## config.mk

```make
export PLATFORM = sky130hd
export DESIGN_NAME = alu_op_sequencer
export DESIGN_NICKNAME = d
export VERILOG_FILES = /design/src/rtl/alu_pkg.sv /design/src/rtl/alu_op_sequencer_sync_fifo.sv /design/src/rtl/alu_op_sequencer.sv
export SDC_FILE = /design/constraint.sdc
export NUM_CORES = 1
export LEC_CHECK = 0
export CORE_MARGIN = 2
export CORE_UTILIZATION = 40
export DETAILED_ROUTE_END_ITERATION = 16
export PLACE_DENSITY = 0.59
export SYNTH_ARGS = -nofsm -noshare
export SYNTH_HDL_FRONTEND = slang
export SYNTH_HIERARCHICAL = 1
export SYNTH_SLANG_ARGS = --single-unit
```

## constraint.sdc

```tcl
create_clock -name clk -period 3.8 [get_ports clk]
set_input_delay 0.38 -clock clk [delete_from_list [all_inputs] [get_ports clk]]
set_output_delay 0.38 -clock clk [all_outputs]
set_load 0.01 [all_outputs]
```

## src/rtl/alu_pkg.sv

```systemverilog
// Shared definitions for the ALU issue stage: opcode encodings, field widths
// and the packed request record held in the operand queue.
package alu_pkg;

    localparam int OPND_W = 2;
    localparam int RES_W  = 4;
    localparam int REQ_W  = 3 * OPND_W;

    localparam logic [1:0] OP_PRIME = 2'b00;
    localparam logic [1:0] OP_NAND  = 2'b01;
    localparam logic [1:0] OP_SUM   = 2'b10;
    localparam logic [1:0] OP_MULT  = 2'b11;

    typedef struct packed {
        logic [OPND_W-1:0] a;
        logic [OPND_W-1:0] b;
        logic [1:0]        op;
    } req_t;

    function automatic req_t make_req(input logic [OPND_W-1:0] a,
                                      input logic [OPND_W-1:0] b,
                                      input logic [1:0]        op);
        req_t r;
        r.a  = a;
        r.b  = b;
        r.op = op;
        return r;
    endfunction

endpackage

```

## src/rtl/alu_op_sequencer_sync_fifo.sv

```systemverilog
// Synchronous FIFO with occupancy count; head data is read straight from the
// registered storage so the read side has no input-to-output path.
module sync_fifo #(
    parameter int WIDTH = 6,
    parameter int DEPTH = 4
) (
    input  logic                     clk,
    input  logic                     rst,
    input  logic                     push,
    input  logic                     pop,
    input  logic [WIDTH-1:0]         wdata,
    output logic [WIDTH-1:0]         rdata,
    output logic [$clog2(DEPTH):0]   count,
    output logic                     full,
    output logic                     empty
);
    localparam int AW = $clog2(DEPTH);

    logic [WIDTH-1:0] mem_q [DEPTH];
    logic [WIDTH-1:0] mem_d [DEPTH];
    logic [AW-1:0]    wr_ptr_q, wr_ptr_d;
    logic [AW-1:0]    rd_ptr_q, rd_ptr_d;
    logic [AW:0]      count_q, count_d;
    logic             do_push_s, do_pop_s;

    assign full      = (count_q == (AW+1)'(DEPTH));
    assign empty     = (count_q == (AW+1)'(0));
    assign count     = count_q;
    assign rdata     = mem_q[rd_ptr_q];
    assign do_push_s = push && !full;
    assign do_pop_s  = pop && !empty;

    // Next-state for storage, pointers (power-of-two wrap) and occupancy.
    always_comb begin
        mem_d    = mem_q;
        wr_ptr_d = wr_ptr_q;
        rd_ptr_d = rd_ptr_q;
        count_d  = count_q;
        if (do_push_s) begin
            mem_d[wr_ptr_q] = wdata;
            wr_ptr_d        = wr_ptr_q + AW'(1);
        end else begin
            wr_ptr_d = wr_ptr_q;
        end
        if (do_pop_s) begin
            rd_ptr_d = rd_ptr_q + AW'(1);
        end else begin
            rd_ptr_d = rd_ptr_q;
        end
        case ({do_push_s, do_pop_s})
            2'b10:   count_d = count_q + (AW+1)'(1);
            2'b01:   count_d = count_q - (AW+1)'(1);
            default: count_d = count_q;
        endcase
    end

    // State registers with synchronous reset.
    always_ff @(posedge clk) begin
        if (rst) begin
            for (int i = 0; i < DEPTH; i++) begin
                mem_q[i] <= '0;
            end
            wr_ptr_q <= '0;
            rd_ptr_q <= '0;
            count_q  <= '0;
        end else begin
            mem_q    <= mem_d;
            wr_ptr_q <= wr_ptr_d;
            rd_ptr_q <= rd_ptr_d;
            count_q  <= count_d;
        end
    end

endmodule

```

## src/rtl/alu_op_sequencer.sv

```systemverilog
// Issue stage for the 2-bit ALU: queues requests, drives the ALU from the
// queue head and captures the result into a registered output handshake.
module alu_op_sequencer
    import alu_pkg::*;
#(
    parameter int DEPTH = 4
) (
    input  logic                     clk,
    input  logic                     rst,
    input  logic                     in_valid,
    output logic                     in_ready,
    input  logic [OPND_W-1:0]        in_a,
    input  logic [OPND_W-1:0]        in_b,
    input  logic [1:0]               in_op,
    output logic [OPND_W-1:0]        alu_a,
    output logic [OPND_W-1:0]        alu_b,
    output logic [1:0]               alu_s,
    input  logic [RES_W-1:0]         alu_o,
    output logic                     out_valid,
    input  logic                     out_ready,
    output logic [RES_W-1:0]         out_result,
    output logic [1:0]               out_op,
    output logic [$clog2(DEPTH):0]   count
);
    logic             push_s, fire_s;
    logic             fifo_full_s, fifo_empty_s;
    logic [REQ_W-1:0] fifo_rdata_s;
    req_t             head_s;

    logic             out_valid_q, out_valid_d;
    logic [RES_W-1:0] out_result_q, out_result_d;
    logic [1:0]       out_op_q, out_op_d;

    // in_ready deliberately ignores out_ready: a full queue refuses even on a pop cycle.
    assign in_ready = !rst && !fifo_full_s;
    assign push_s   = in_valid && in_ready;
    assign fire_s   = !fifo_empty_s && (!out_valid_q || out_ready);
    assign head_s   = req_t'(fifo_rdata_s);

    sync_fifo #(
        .WIDTH (REQ_W),
        .DEPTH (DEPTH)
    ) u_fifo (
        .clk   (clk),
        .rst   (rst),
        .push  (push_s),
        .pop   (fire_s),
        .wdata (make_req(in_a, in_b, in_op)),
        .rdata (fifo_rdata_s),
        .count (count),
        .full  (fifo_full_s),
        .empty (fifo_empty_s)
    );

    // ALU operands come from the head entry, parked at zero when the queue is empty.
    always_comb begin
        alu_a = 2'b00;
        alu_b = 2'b00;
        alu_s = 2'b00;
        if (!fifo_empty_s) begin
            alu_a = head_s.a;
            alu_b = head_s.b;
            alu_s = head_s.op;
        end else begin
            alu_a = 2'b00;
            alu_b = 2'b00;
            alu_s = 2'b00;
        end
    end

    // Result register: capture on fire, drop valid on a bare accept, else hold.
    always_comb begin
        out_valid_d  = out_valid_q;
        out_result_d = out_result_q;
        out_op_d     = out_op_q;
        if (fire_s) begin
            out_valid_d  = 1'b1;
            out_result_d = alu_o;
            out_op_d     = head_s.op;
        end else if (out_valid_q && out_ready) begin
            out_valid_d = 1'b0;
        end else begin
            out_valid_d = out_valid_q;
        end
    end

    // Result register flops with synchronous reset.
    always_ff @(posedge clk) begin
        if (rst) begin
            out_valid_q  <= 1'b0;
            out_result_q <= 4'h0;
            out_op_q     <= 2'b00;
        end else begin
            out_valid_q  <= out_valid_d;
            out_result_q <= out_result_d;
            out_op_q     <= out_op_d;
        end
    end

    assign out_valid  = out_valid_q;
    assign out_result = out_result_q;
    assign out_op     = out_op_q;

endmodule

```

==> results.txt, run 1 <==
M2 GR Usage -> 0.264
first-pass GRT wire length -> 6510 um
initial antenna violation count -> 0
clock buffer depth -> 2
clk slew on worst S/H paths -> 0.07 ns
pin count of the biggest net entering global routing -> 53
synthesized netlist cell count -> 181
crit path capture type -> flop
Num CTS Buffers -> 5
Fillers -> 430
Setup Skew -> 0.00589 ns
Final Cycle Share -> 0.770
Synth Register Bits -> 38
sequential fraction of the synthesis area -> 0.389
vias in the first global route -> 1316
Fin Setup TNS -> 0 ns
first-pass detailed-route iteration total -> 3
fmax -> 342 MHz
Max Cap Viol -> 0
root buffer selected by CTS -> clkbuf_8
area grow syn2layout -> 24.2%
leakage -> 0.00101 uW
Max-slew headroom -> 0.616
worst setup margin -> 0.874 ns
GPL Wtd Cong -> 0.744
CP Data Required Time -> 4.02 ns
setup violators final -> 0
CTS hold repair buffers -> 0
Avg Synthesized Cell Area -> 10.8 um2
Critical Path Start Type -> flop
CTS tree -> built
met1 usage -> 0.203
Max Slew Vio Count -> 0
CTS resizes -> 0
maximum vdd drop -> 0.000174 V
Ports -> 31
Detail Placement HPWL -> 2730 um
RSZ-0062 raised after global routing -> false
type of the worst setup path -> flop to flop
share of cells above drive strength 1 -> 0.167
port bufs -> 30
Synth cell types -> 35
total congestion overflow -> 0
DR vias -> 1324
Critical Path Fanout Max -> 8
Rows -> 25
clk_lat worst skew -> 0.29 ns
antenna viol nets, final -> 0
Synth Flop Type -> dfxtp_1
Syn Std Cell Area -> 1950 um2
WL per Instance -> 14.3 um
Post-Place Setup Slack -> 0.883 ns
Most Crowded Layer GR -> met2
total setup buffers inserted after CTS -> 0
Period minus WS final -> 2.93 ns
critical path arrival -> 3.15 ns
ant diodes -> 0
GRT Total Usage -> 0.162
met3 usage -> 0.0480
Avg Vias per Cell -> 4.78
initial core utilization -> 0.414
status -> completed
Syn. warnings -> 6
initial DRC count -> 51
hold violation count in the final report -> 0
synthesized net count -> 201
Overall Power -> 1260 uW
ys async rst share -> 0
Hold WC Path Type -> flop to flop
P per Cell Area -> 519 nW/um2
Core Area -> 4720 um2
drt drc -> 0
die width -> 73.9 um
final wirelength -> 3960 um
number of nets in the layout -> 229
htree depth -> 2
Die Y -> 73.9 um
Worst Max-Slew Pin Slew -> 0.575 ns
clk sinks -> 38
Die Area -> 5460 um2
Post-synth EDFFs -> 0
==> flip-flops by register name, indices dropped and copies added (netlist names) <==
signal	count
out_valid	1
out_op	2
out_result	4
u_fifo/mem_q	24
u_fifo/count	3
u_fifo/rd_ptr_q	2
u_fifo/wr_ptr_q	2
==> path summary, 6_finish.rpt <==
path,end,from,slack (ns),depth (start not counted)
min,out_result[2],out_result[2],0.48,2
max,u_fifo/count[2],u_fifo/count[2],0.87,12
min reg2reg,out_result[2],out_result[2],0.48,2
max reg2reg,u_fifo/count[2],u_fifo/count[2],0.87,12
==> logic make-up (layout without fill, tap and decap cells) <==
group | Yosys count | count (layout) | synth area share
xor+xnor | 3 | 3 | 0.0135
simple gates | 70 | 70 | 0.250
fa+ha+maj | 6 | 6 | 0.0423
compound gates | 8 | 8 | 0.0231
buf+inv | 19 | 48 | 0.0506
mux | 37 | 37 | 0.231
flops | 38 | 38 | 0.389
==> metrics by stage <==
step | utilization | hold slack [ns] | instances | cell area, um2
2_1_floorplan | - | 0.446 | 181 | 1950
3_3_place_gp | 0.483 | 0.459 | 269 | 2280
3_5_place_dp | 0.483 | 0.467 | 269 | 2280
4_1_cts | 0.514 | 0.480 | 277 | 2430
5_1_grt | 0.514 | 0.498 | 277 | 2430
6_report | 0.514 | 0.476 | 277 | 2430
==> final cells by class <==
| class | instances | area, um2 | share of cell area |
|---|---|---|---|
| flip-flops and latches | 38 | 761 | 0.314 |
| clock inverters | 2 | 60.1 | 0.0248 |
| well taps | 67 | 83.8 | 0.0346 |
| clock buffers | 6 | 82.6 | 0.0340 |
| inverters | 8 | 30.0 | 0.0124 |
| multi-input cells | 124 | 1090 | 0.451 |
| repair buffers | 32 | 315 | 0.130 |
==> layer usage <==
| layer | vias to the layer above | share of wire | wire (um) |
|---|---|---|---|
| li1 | 658 | - | - |
| met1 | 629 | 0.47 | 1850 |
| met5 | - | 0 | 0 |
| met4 | 0 | 0.018 | 72 |
| met3 | 8 | 0.037 | 148 |
| met2 | 29 | 0.48 | 1890 |
==> power breakdown <==
part           switching [uW]  internal [uW]
registers                48.8            440
logic                     157            188
clock network             144            280
total                     350            908
==> cell usage after synthesis, drive strengths merged, types with 2 or more instances <==
master / count / share of area
nand2b: 37 / 0.13
o31ai: 2 / 0.0077
clkbuf: 6 / 0.012
mux2i: 30 / 0.15
or2b: 6 / 0.026
nor2: 7 / 0.013
or3: 2 / 0.0071
and2b: 5 / 0.019
nor2b: 2 / 0.010
and2: 2 / 0.0077
buf: 5 / 0.024
nand3: 4 / 0.018
ha: 5 / 0.032
mux4: 6 / 0.069
o21ai: 2 / 0.0051
dfxtp: 38 / 0.39
xor2: 3 / 0.013
inv: 8 / 0.015
a21oi: 4 / 0.010
==> worst max-delay path, cell delays in order, from the launching register on <==
cell and delay [ns]:
dfxtp_1 0.40, or3b_1 0.52, inv_1 0.10, nor2_1 0.05
and2_1 0.24, and2_4 0.19, inv_1 0.05, ha_1 0.18
inv_1 0.06, fa_1 0.37, xor2_1 0.16, or3_2 0.41
a21oi_1 0.14
==> cell usage in the layout, fill, tap and decap left out, drive strengths merged, types with 2 or more instances in the layout <==
cell type and count:
nand2b 37, or2b 6, o21ai 2, ha 5, clkdlybuf4s50 30, mux2i 30
and2b 5, and2 2, nand3 4, buf 2, or3 2, inv 8
o31ai 2, dfxtp 38, nor2 7, bufinv 2, nor2b 2, mux4 6
clkbuf 6, a21oi 4, xor2 3
Power figures use the tool's default switching activity.
==> inputs of run 2 (changes only) <==
--- a/config.mk
+++ b/config.mk
@@ -8,7 +8,7 @@
 export CORE_MARGIN = 2
 export CORE_UTILIZATION = 40
 export DETAILED_ROUTE_END_ITERATION = 16
-export PLACE_DENSITY = 0.59
+export PLACE_DENSITY = 0.62
 export SYNTH_ARGS = -nofsm -noshare
 export SYNTH_HDL_FRONTEND = slang
 export SYNTH_HIERARCHICAL = 1
==> constraint.sdc (replaced) <==
create_clock -name clk -period 2.65 [get_ports clk]
set_input_delay 0.265 -clock clk [delete_from_list [all_inputs] [get_ports clk]]
set_output_delay 0.265 -clock clk [all_outputs]
set_load 0.01 [all_outputs]
==> run 2 against run 1 <==
  * Sequential share of layout area up 0.21 points
  * Cell count grew 1.1%
  * Global-route usage is 0.70 points lower
  * Die area unchanged
  * First-iteration DRC count is 9.8% higher
  * Sequential power up 42%
  * Critical endpoint unchanged
  * Clock power fell by 5.4%
  * Count of clock-buffer cells in the layout up 1
  * Highest routed layer unchanged
  * Non-clock buffer count is 3 higher
  * Via count rose by 2.0%
  * Largest cell class unchanged
  * Register-to-register slack worse by 0.71 ns
==> results.txt, run 2 (synthesis gave the netlist of run 1 again) <==
leading cell types in the layout, fill and taps excluded -> dfxtp_1 (35), mux2i_1 (30), clkdlybuf4s50_1 (30), nand2b_1 (30)
clk sinks -> 38 (unchanged)
status -> completed
initial antenna violation count -> 0 (unchanged)
Critical Path Start Type -> flop
Avg Vias per Cell -> 4.82 (+0.87%)
Die Y -> 73.9 um (unchanged)
first-pass GRT wire length -> 6360 um (-2.3%)
crit path capture type -> flop
first-pass detailed-route iteration total -> 4 (+1)
CTS hold repair buffers -> 0 (unchanged)
Max-slew headroom -> 0.700 (+0.0834)
Seq pwr share -> 0.421 (+0.032)
type of the worst setup path -> flop to flop
Period minus WS final -> 2.48 ns (-0.443 ns)
number of nets in the layout -> 232 (+1.3%)
Ports -> 31 (unchanged)
RR Startpoint -> u_fifo/count[1]
RSZ-0062 raised after global routing -> false
Int Power -> 1150 uW (+26%)
ant diodes -> 0 (unchanged)
Crit path max-delay family -> simple AND/OR/NAND/NOR gates
CTS tree -> built
Core Area -> 4720 um2 (unchanged)
CP Data Required Time -> 2.85 ns (-1.17 ns)
vias in the first global route -> 1376 (+4.6%)
pin count of the biggest net entering global routing -> 53 (unchanged)
Comb power frac -> 0.335 (+0.061)
Detail Placement HPWL -> 2820 um (+3.1%)
root buffer selected by CTS -> clkbuf_8
area grow syn2layout -> 24.8%
fmax -> 403 MHz (+18%)
Post-Place Setup Slack -> 0.187 ns (-0.696 ns)
CTS resizes -> 0 (unchanged)
drt drc -> 0 (unchanged)
clock group share of total power -> 0.244 (-0.093)
GPL Wtd Cong -> 0.728 (-2.2%)
Setup Skew -> 0.00394 ns (-0.00195 ns)
WL per Instance -> 13.8 um (-3.4%)
Min-Delay Path Depth -> 2 (unchanged)
maximum vdd drop -> 0.000245 V (+41%)
Sw Share -> 0.302 (+0.0245)
final wirelength -> 3870 um (-2.4%)
setup violators final -> 0 (unchanged)
switching pwr -> 498 uW (+42%)
slowest CP cell -> or3b_1
GRT Total Usage -> 0.155 (-0.00702)
worst reg2reg setup slack -> 0.17 ns (-0.71 ns)
Die Area -> 5460 um2 (unchanged)
hold violation count in the final report -> 0 (unchanged)
htree depth -> 2 (unchanged)
max reg flops -> 24 (unchanged)
worst r2r path cells -> 12 (unchanged)
min-delay src -> out_result[1]
Worst Max-Slew Pin Slew -> 0.447 ns (-0.128 ns)
Critical Path Fanout Max -> 7 (-1)
initial core utilization -> 0.414 (unchanged)
crit path cell chain -> or3b_1 > inv_4 > nor2_4 > and2_4 > and2_4 > inv_2 > ha_4 > inv_2 > fa_2 > xor2_1 > or3_4 > a21oi_1
Final Cycle Share -> 0.937 (+0.167)
Max Slew Vio Count -> 0 (unchanged)
DR vias -> 1350 (+2.0%)
port bufs -> 30 (unchanged)
initial DRC count -> 56 (+9.8%)
Reg-to-Reg End -> u_fifo/count[2]
total congestion overflow -> 0 (unchanged)
share of cells above drive strength 1 -> 0.221 (+0.0540)
total setup buffers inserted after CTS -> 0 (unchanged)
Max Cap Viol -> 0 (unchanged)
Top reg by flops -> u_fifo/mem_q
Fin Setup TNS -> 0 ns (unchanged)
clk_lat worst skew -> 0.28 ns (about the same)
die width -> 73.9 um (unchanged)
clock buffer depth -> 2 (unchanged)
Hold EP -> out_result[1]
worst setup margin -> 0.167 ns (-0.707 ns)
Rows -> 25 (unchanged)
Critical Path Max Stage Delay -> 0.43 ns (-0.09 ns)
Overall Power -> 1650 uW (+31%)
Hold WC Path Type -> flop to flop
commonest non-fill, non-tap cell in the layout -> dfxtp_1
critical path arrival -> 2.68 ns (-0.47 ns)
antenna viol nets, final -> 0 (unchanged)
Num CTS Buffers -> 5 (unchanged)
Buffers & Inverters on Critical Path -> 3 (unchanged)
P per Cell Area -> 676 nW/um2 (+30%)
clk slew on worst S/H paths -> 0.07 ns (about the same)
leakage -> 0.00101 uW (-0.55%)
run 2: cell types whose count changed in the layout (fill, tap and decap cells not counted), moves of 2 or more:
cell,previous run,this run
inv_2,0,2
bufinv_16,2,0
inv_1,8,5
dfxtp_4,0,2
dfxtp_1,38,35
buf_4,2,5
run 2: layout make-up:
cell class	count	area [um2]
sequential	38	769
clock inverter	1	5.00
tap	67	83.8
timing repair buffer	35	338
multi-input combinational	124	1120
fill	429	2290
inverter	8	32.5
clock buffer	7	86.3
run 2: through the flow:
| stage | instances | hold WS, ns | cell area, um2 | util |
|---|---|---|---|---|
| 4_1_cts | 280 | 0.476 | 2440 | 0.516 |
| 5_1_grt | 280 | 0.497 | 2440 | 0.516 |
| 2_1_floorplan | 181 | 0.446 | 2000 | - |
| 6_report | 280 | 0.471 | 2440 | 0.516 |
| 3_3_place_gp | 272 | 0.459 | 2350 | 0.497 |
| 3_5_place_dp | 272 | 0.465 | 2350 | 0.497 |
run 2: worst register-to-register path: stages, from the launching register on:
cell,delay (ns)
dfxtp_4,0.36
or3b_1,0.43
inv_4,0.08
nor2_4,0.04
and2_4,0.16
and2_4,0.15
inv_2,0.06
ha_4,0.13
inv_2,0.04
fa_2,0.34
xor2_1,0.18
or3_4,0.32
a21oi_1,0.13
run 2: layer usage:
metal / track usage / up-vias / share of wire
met3: 0.0384 / 2 / 0.054
met1: 0.191 / 643 / 0.44
met2: 0.268 / 42 / 0.50
met5: 0 / - / 0
met4: 0.0465 / 0 / 0.0041
li1: - / 663 / -
run 2: how the worst max path moves through the flow:
stage | start | slack [ns] | end | depth (start not counted)
after floorplan | u_fifo/count[1] | 0.07 | u_fifo/count[2] | 14
after global placement | u_fifo/count[1] | 0.23 | u_fifo/count[2] | 12
after detailed placement | u_fifo/count[1] | 0.19 | u_fifo/count[2] | 12
after CTS | u_fifo/count[1] | 0.17 | u_fifo/count[2] | 12
after global routing | u_fifo/count[1] | 0.07 | u_fifo/count[2] | 12
final | u_fifo/count[1] | 0.17 | u_fifo/count[2] | 12
run 2: power groups by stage:
stage,combinational [uW],clock [uW],sequential [uW]
2_1_floorplan,352,0,709
3_3_place_gp,553,0,702
3_5_place_dp,563,0,709
4_1_cts,565,419,695
5_1_grt,608,440,705
6_report,552,401,694
